### src/rtl/relay_pkg.sv
// Shared encodings and default timing constants for the relay actuator controller.
package relay_pkg;

    localparam int unsigned TICK_PERIOD_MS = 16;
    localparam int unsigned TIMER_W        = 8;
    localparam int unsigned FAULT_CNT_W    = 2;

    localparam int unsigned DEF_DEBOUNCE_TICKS = 4;
    localparam int unsigned DEF_SETTLE_TICKS   = 12;
    localparam int unsigned DEF_HOLD_TICKS     = 31;
    localparam int unsigned DEF_MAX_FAULTS     = 3;

    typedef enum logic [2:0] {
        ST_OFF     = 3'd0,
        ST_SW_ON   = 3'd1,
        ST_ON      = 3'd2,
        ST_SW_OFF  = 3'd3,
        ST_LOCKOUT = 3'd4
    } relay_state_t;

endpackage

### src/rtl/contact_debouncer.sv
// Two-flop synchronizer plus consecutive-sample debouncer for the relay aux contact.
module contact_debouncer
    import relay_pkg::*;
#(
    parameter int unsigned DEBOUNCE_TICKS = DEF_DEBOUNCE_TICKS
) (
    input  logic clk_16ms,
    input  logic rst,
    input  logic enable,
    input  logic raw,
    output logic state
);

    localparam int unsigned CNT_W = $clog2(DEBOUNCE_TICKS + 1);

    logic             sync_q1;
    logic             sync_q2;
    logic [CNT_W-1:0] cnt;
    logic [CNT_W-1:0] cnt_nxt;

    assign cnt_nxt = cnt + CNT_W'(1);

    // Synchronizer runs every edge, even while the rest of the block is frozen
    always_ff @(posedge clk_16ms) begin
        if (rst) begin
            sync_q1 <= 1'b0;
            sync_q2 <= 1'b0;
        end else begin
            sync_q1 <= raw;
            sync_q2 <= sync_q1;
        end
    end

    always_ff @(posedge clk_16ms) begin
        if (rst) begin
            cnt   <= '0;
            state <= 1'b0;
        end else if (enable) begin
            if (sync_q2 == state) begin
                cnt <= '0;
            end else if (cnt_nxt == CNT_W'(DEBOUNCE_TICKS)) begin
                cnt   <= '0;
                state <= ~state;
            end else begin
                cnt <= cnt_nxt;
            end
        end
    end

endmodule

### src/rtl/relay_actuator_ctrl.sv
// Relay coil driver: anti-chatter hold, contact settle supervision, retry and lockout.
module relay_actuator_ctrl
    import relay_pkg::*;
#(
    parameter int unsigned DEBOUNCE_TICKS = DEF_DEBOUNCE_TICKS,
    parameter int unsigned SETTLE_TICKS   = DEF_SETTLE_TICKS,
    parameter int unsigned HOLD_TICKS     = DEF_HOLD_TICKS,
    parameter int unsigned MAX_FAULTS     = DEF_MAX_FAULTS
) (
    input  logic                   clk_16ms,
    input  logic                   rst,
    input  logic                   enable,
    input  logic                   relay_cmd,
    input  logic                   contact_fb,
    input  logic                   clear_fault,
    output logic                   coil_out,
    output logic                   contact_state,
    output logic                   busy,
    output logic                   fault,
    output logic [FAULT_CNT_W-1:0] fault_cnt
);

    relay_state_t           state;
    logic [TIMER_W-1:0]     hold;
    logic [TIMER_W-1:0]     settle;
    logic [TIMER_W-1:0]     settle_nxt;
    logic [FAULT_CNT_W-1:0] fault_cnt_inc;
    logic                   hold_expired;
    logic                   settle_timeout;

    contact_debouncer #(
        .DEBOUNCE_TICKS(DEBOUNCE_TICKS)
    ) u_debouncer (
        .clk_16ms(clk_16ms),
        .rst     (rst),
        .enable  (enable),
        .raw     (contact_fb),
        .state   (contact_state)
    );

    // Hold counts down to zero; zero means a new command may be accepted
    assign hold_expired   = (hold == '0);
    assign settle_nxt     = settle + TIMER_W'(1);
    assign settle_timeout = (settle_nxt == TIMER_W'(SETTLE_TICKS));
    assign fault_cnt_inc  = (fault_cnt == FAULT_CNT_W'(MAX_FAULTS)) ? fault_cnt
                                                                    : fault_cnt + FAULT_CNT_W'(1);

    always_ff @(posedge clk_16ms) begin
        if (rst) begin
            state     <= ST_OFF;
            coil_out  <= 1'b0;
            busy      <= 1'b0;
            fault     <= 1'b0;
            fault_cnt <= '0;
            hold      <= '0;
            settle    <= '0;
        end else if (enable) begin
            if (!hold_expired && (state == ST_OFF || state == ST_ON)) begin
                hold <= hold - TIMER_W'(1);
            end

            case (state)
                ST_OFF: begin
                    if (contact_state) begin
                        state    <= ST_LOCKOUT;
                        coil_out <= 1'b0;
                        busy     <= 1'b0;
                        fault    <= 1'b1;
                    end else if (hold_expired && relay_cmd) begin
                        state    <= ST_SW_ON;
                        coil_out <= 1'b1;
                        busy     <= 1'b1;
                        settle   <= '0;
                    end
                end

                ST_SW_ON: begin
                    if (contact_state) begin
                        state  <= ST_ON;
                        busy   <= 1'b0;
                        hold   <= TIMER_W'(HOLD_TICKS);
                        settle <= '0;
                    end else if (settle_timeout) begin
                        settle    <= '0;
                        fault_cnt <= fault_cnt_inc;
                        coil_out  <= 1'b0;
                        busy      <= 1'b0;
                        if (fault_cnt_inc == FAULT_CNT_W'(MAX_FAULTS)) begin
                            state <= ST_LOCKOUT;
                            fault <= 1'b1;
                        end else begin
                            state <= ST_OFF;
                            hold  <= TIMER_W'(HOLD_TICKS);
                        end
                    end else begin
                        settle <= settle_nxt;
                    end
                end

                ST_ON: begin
                    if (!contact_state) begin
                        state    <= ST_LOCKOUT;
                        coil_out <= 1'b0;
                        busy     <= 1'b0;
                        fault    <= 1'b1;
                    end else if (hold_expired && !relay_cmd) begin
                        state    <= ST_SW_OFF;
                        coil_out <= 1'b0;
                        busy     <= 1'b1;
                        settle   <= '0;
                    end
                end

                ST_SW_OFF: begin
                    if (!contact_state) begin
                        state  <= ST_OFF;
                        busy   <= 1'b0;
                        hold   <= TIMER_W'(HOLD_TICKS);
                        settle <= '0;
                    end else if (settle_timeout) begin
                        settle    <= '0;
                        fault_cnt <= fault_cnt_inc;
                        busy      <= 1'b0;
                        if (fault_cnt_inc == FAULT_CNT_W'(MAX_FAULTS)) begin
                            state    <= ST_LOCKOUT;
                            coil_out <= 1'b0;
                            fault    <= 1'b1;
                        end else begin
                            state    <= ST_ON;
                            coil_out <= 1'b1;
                            hold     <= TIMER_W'(HOLD_TICKS);
                        end
                    end else begin
                        settle <= settle_nxt;
                    end
                end

                ST_LOCKOUT: begin
                    coil_out <= 1'b0;
                    busy     <= 1'b0;
                    fault    <= 1'b1;
                    // Clearing leaves hold expired so a pending command is taken at once
                    if (clear_fault) begin
                        state <= ST_OFF;
                        fault <= 1'b0;
                        hold  <= '0;
                    end
                end

                default: begin
                    state    <= ST_OFF;
                    coil_out <= 1'b0;
                    busy     <= 1'b0;
                    fault    <= 1'b0;
                end
            endcase

            if (clear_fault) begin
                fault_cnt <= '0;
            end
        end
    end

endmodule

### config.mk
export PLATFORM = sky130hd
export DESIGN_NAME = relay_actuator_ctrl
export DESIGN_NICKNAME = d
export VERILOG_FILES = /design/src/rtl/relay_pkg.sv /design/src/rtl/contact_debouncer.sv /design/src/rtl/relay_actuator_ctrl.sv
export SDC_FILE = /design/constraint.sdc
export NUM_CORES = 1
export LEC_CHECK = 0
export CAP_MARGIN = 20
export CORE_ASPECT_RATIO = 0.8
export CORE_UTILIZATION = 60
export CTS_CLUSTER_SIZE = 28
export DETAILED_ROUTE_END_ITERATION = 6
export PLACE_DENSITY = 0.92
export SLEW_MARGIN = 20
export SYNTH_ARGS = -nofsm -noshare
export SYNTH_HDL_FRONTEND = slang
export SYNTH_SLANG_ARGS = --single-unit
### constraint.sdc
create_clock -name clk_16ms -period 4.1 [get_ports clk_16ms]
set_clock_uncertainty 0.1 [all_clocks]
set_input_delay 0.82 -clock clk_16ms [delete_from_list [all_inputs] [get_ports clk_16ms]]
set_output_delay 0.82 -clock clk_16ms [all_outputs]
set_load 0.01 [all_outputs]
==> results.sh <==
export IMPL_io_pin_count=12
export IMPL_preCtsSetupSlack_ns=1.10
export IMPL_met2_usage_pct=37.5
export IMPL_place_area_um2=1850
export IMPL_grtUsageMet3_pct=7.64
export IMPL_grt_max_degree=27
export IMPL_total_power_mw=0.712
export IMPL_swShare_pct=33.6
export IMPL_r2r_start="hold[0]"
export IMPL_cts_sinks=30
export IMPL_critPathTopFamily="buffers and inverters"
export IMPL_cts_tree="done"
export IMPL_die_area_um2=3110
export IMPL_die_width_um=62.1
export IMPL_wl_per_cell_um=15.7
export IMPL_dr_first_iter_drc_count=115
export IMPL_syn_to_final_growth_pct=10.3
export IMPL_worstHoldEndpoint="u_debouncer.sync_q2"
export IMPL_crit_path_max_incr_delay_ns=1.02
export IMPL_startpoint_type="input port"
export IMPL_fin_crit_ns=2.66
export IMPL_num_vias=1657
export IMPL_powerDensity_nw_per_um2=372
export IMPL_fin_ws_ns=1.44
export IMPL_vdd_drop_max_mv=0.294
export IMPL_power_switching_mw=0.239
export IMPL_ys_types=56
export IMPL_reg2reg_to="settle[4]"
export IMPL_drv_slew=0
export IMPL_firstDrtPassIters=5
export IMPL_fmaxAchievable_mhz=376
export IMPL_hold_viol_final=0
export IMPL_drtAntennaViolNets=0
export IMPL_reg2reg_slack_ns=1.65
export IMPL_grt_usage_pct=26.8
export IMPL_critPathKind="input port to flop"
export IMPL_critPathMaxFanout=26
export IMPL_met1_usage_pct=37.9
export IMPL_port_buffers=11
export IMPL_r2r_cells=7
export IMPL_clk_latency_ns=0.34
export IMPL_worst_ep_required_time_ns=4.24
export IMPL_status="finished, final reports clean"
export IMPL_wl_um=3890
export IMPL_clk_path_buf_depth=2
export IMPL_syn_area_um2=1730
export IMPL_yosysWarnings=0
export IMPL_finalSetupViolations=0
export IMPL_cap_violations=0
export IMPL_stdcell_area_um2=1910
export IMPL_viasPerCell=6.68
export IMPL_p_seq_share_pct=47.1
export IMPL_dp_hpwl_um=2680
export IMPL_crit_path_end_kind="flop"
export IMPL_nNetsFinal=219
export IMPL_top_usage_layer="met1"
export IMPL_antenna_found_initial=0
export IMPL_worstPathArrival_ns=2.80
export IMPL_fp_dieH_um=50.1
export IMPL_grt_pass1_vias=1364
export IMPL_yosysTopAreaCell="dfxtp_1"
export IMPL_rows=17
export IMPL_hold_depth=1
export IMPL_crit_chain="clkdlybuf4s50_1, and3_1, a41oi_1, a311oi_1"
export IMPL_synth_fp_nets=212
export IMPL_syn_inst=202
export IMPL_drc_errors=0
export IMPL_holdBufCountCts=0
export IMPL_cts_inserted_buffers=5
export IMPL_cts_root_buf="clkbuf_4"
export IMPL_power_frac_clock_pct=26.8
export IMPL_drive_above_1_share_pct=11.9
export IMPL_synth_edf_count=0
export IMPL_power_frac_comb_pct=26.1
export IMPL_htree_levels=2
export IMPL_grt_remaining_overflow=0
export IMPL_synth_seq_cells=30
export IMPL_core_um2=2740
export IMPL_synthArstFlopShare_pct=0
export IMPL_p_int_mw=0.473
export IMPL_rsz0062_at_grt="false"
export IMPL_ys_seq_area_share_pct=34.6
export IMPL_cts_resized_gates=0
export IMPL_holdWs_ns=0.359
export IMPL_cts_setup_buffers=0
export IMPL_relSlewSlack_pct=43.3
export IMPL_grt_pass1_wl_um=6430
export IMPL_path_buf_inv=1
export IMPL_yosys_area_top_type_share_pct=34.6
export IMPL_p_leak_nw=0.713
export IMPL_hp_start="u_debouncer.sync_q1"
export IMPL_crit_path_top_delay_cell="clkdlybuf4s50_1"
export IMPL_syn_avg_cell_area_um2=8.58
export IMPL_synth_area_leaders="dfxtp_1 35%, nor2_1 4.5%, nand2b_1 4.0%, nand3_1 3.2%, a311oi_1 3.0%"
export IMPL_hold_path_class="flop to flop"
export IMPL_path_clk_slew_ns=0.09
export IMPL_tightestPinTransition_ns=0.848
export IMPL_gp_congestion=0.949
export IMPL_fin_crit_sh_pct=64.9
export IMPL_initial_utilization_pct=63.2
export IMPL_ys_flop_type="dfxtp_1"
export IMPL_fin_tns_setup_ns=0
export IMPL_antenna_cells=0
## synth_stat cells, types with 2 or more instances
cell type   n
nor2b_1     5
mux2i_1     3
nand2b_1   11
nand3_1    11
a41oi_1     2
o31ai_1     2
o21ai_0     6
a31oi_1     6
ha_1        4
dfxtp_1    30
nand3b_1    3
xor2_1      4
buf_2       4
o211a_1     2
a211oi_1    6
and3_1      2
nor4_1      3
inv_1       3
a21oi_1    10
clkbuf_1    7
nand2_1    11
a311oi_1    6
nor3_1      3
or3_1       4
o21a_1      2
nor2_1     21
o211ai_1    2
## how the worst max path moves through the flow
stage	startpoint	endpoint	slack (ns)	cells past startpoint
floorplan	relay_cmd	settle[4]	2.14	5
global placement	enable	fault_cnt[0]	1.25	4
detailed placement	enable	settle[5]	1.10	4
CTS	enable	fault_cnt[0]	1.50	4
global route	enable	settle[5]	1.34	4
finish	enable	settle[5]	1.44	4
## logic make-up after synthesis
kind of cell	Yosys count	share of synthesized area [%]
simple gates	89	30.0
compound gates	54	23.1
flops	30	34.6
buf+inv	15	3.54
xor+xnor	6	3.46
mux	4	2.38
fa+ha+maj	4	2.89
## worst reg2reg max path, delay by kind of cell (launching register included)
family,cells,cell delay [ns]
AO/OA/AOI/OAI,2,0.49
adder cells (fa/ha/maj),1,0.15
AND/OR/NAND/NOR,3,1.13
buffers and inverters,1,0.08
flip-flops,1,0.35
## power groups by stage
stage | combinational (mW) | sequential [mW] | clock (mW)
floorplan | 0.141 | 0.333 | 0
global placement | 0.171 | 0.338 | 0
detailed placement | 0.181 | 0.341 | 0
CTS | 0.182 | 0.334 | 0.195
global route | 0.201 | 0.339 | 0.211
finish | 0.186 | 0.335 | 0.191
## layout by cell type (no fill, tap or decap), drive strengths merged, types with 3 or more instances in the layout
cell           count
a211oi             6
a21oi             10
a311oi             6
a31oi              6
and3               4
clkbuf             6
clkdlybuf4s50     11
dfxtp             30
ha                 4
inv                3
mux2i              3
nand2             11
nand2b            11
nand3             11
nand3b             3
nor2              21
nor2b              5
nor3               4
nor4               4
o21ai              6
or3                6
xor2               4
## area by class of cell
type                       instances  area [um2]
fill                             198         831
clock inverter                     2        12.5
multi-input combinational        157        1070
timing repair buffer              12         118
inverter                           3        11.3
tap                               38        47.5
sequential                        30         601
clock buffer                       6        51.3
## registers in the layout, summed over array words and instances (netlist names)
register and cells:
hold 8, settle 8, state 3, u_debouncer.cnt 3
fault_cnt 2, busy 1, coil_out 1, fault 1
u_debouncer.state 1, u_debouncer.sync_q1 1, u_debouncer.sync_q2 1
## per-stage QoR
stage | util (%) | instances
after floorplan | - | 202
after global placement | 67.4 | 240
after detailed placement | 67.4 | 240
after CTS | 69.7 | 248
after global routing | 69.7 | 248
final | 69.7 | 248
## routing by layer
layer | vias to the layer above | part of all wire [%] | routed length (um)
li1 | 771 | - | -
met3 | 10 | 9.1 | 353
met4 | 0 | 2.2 | 84
met5 | - | 0 | 0
met1 | 787 | 46 | 1800
met2 | 89 | 43 | 1660
Power figures use the tool's default switching activity.
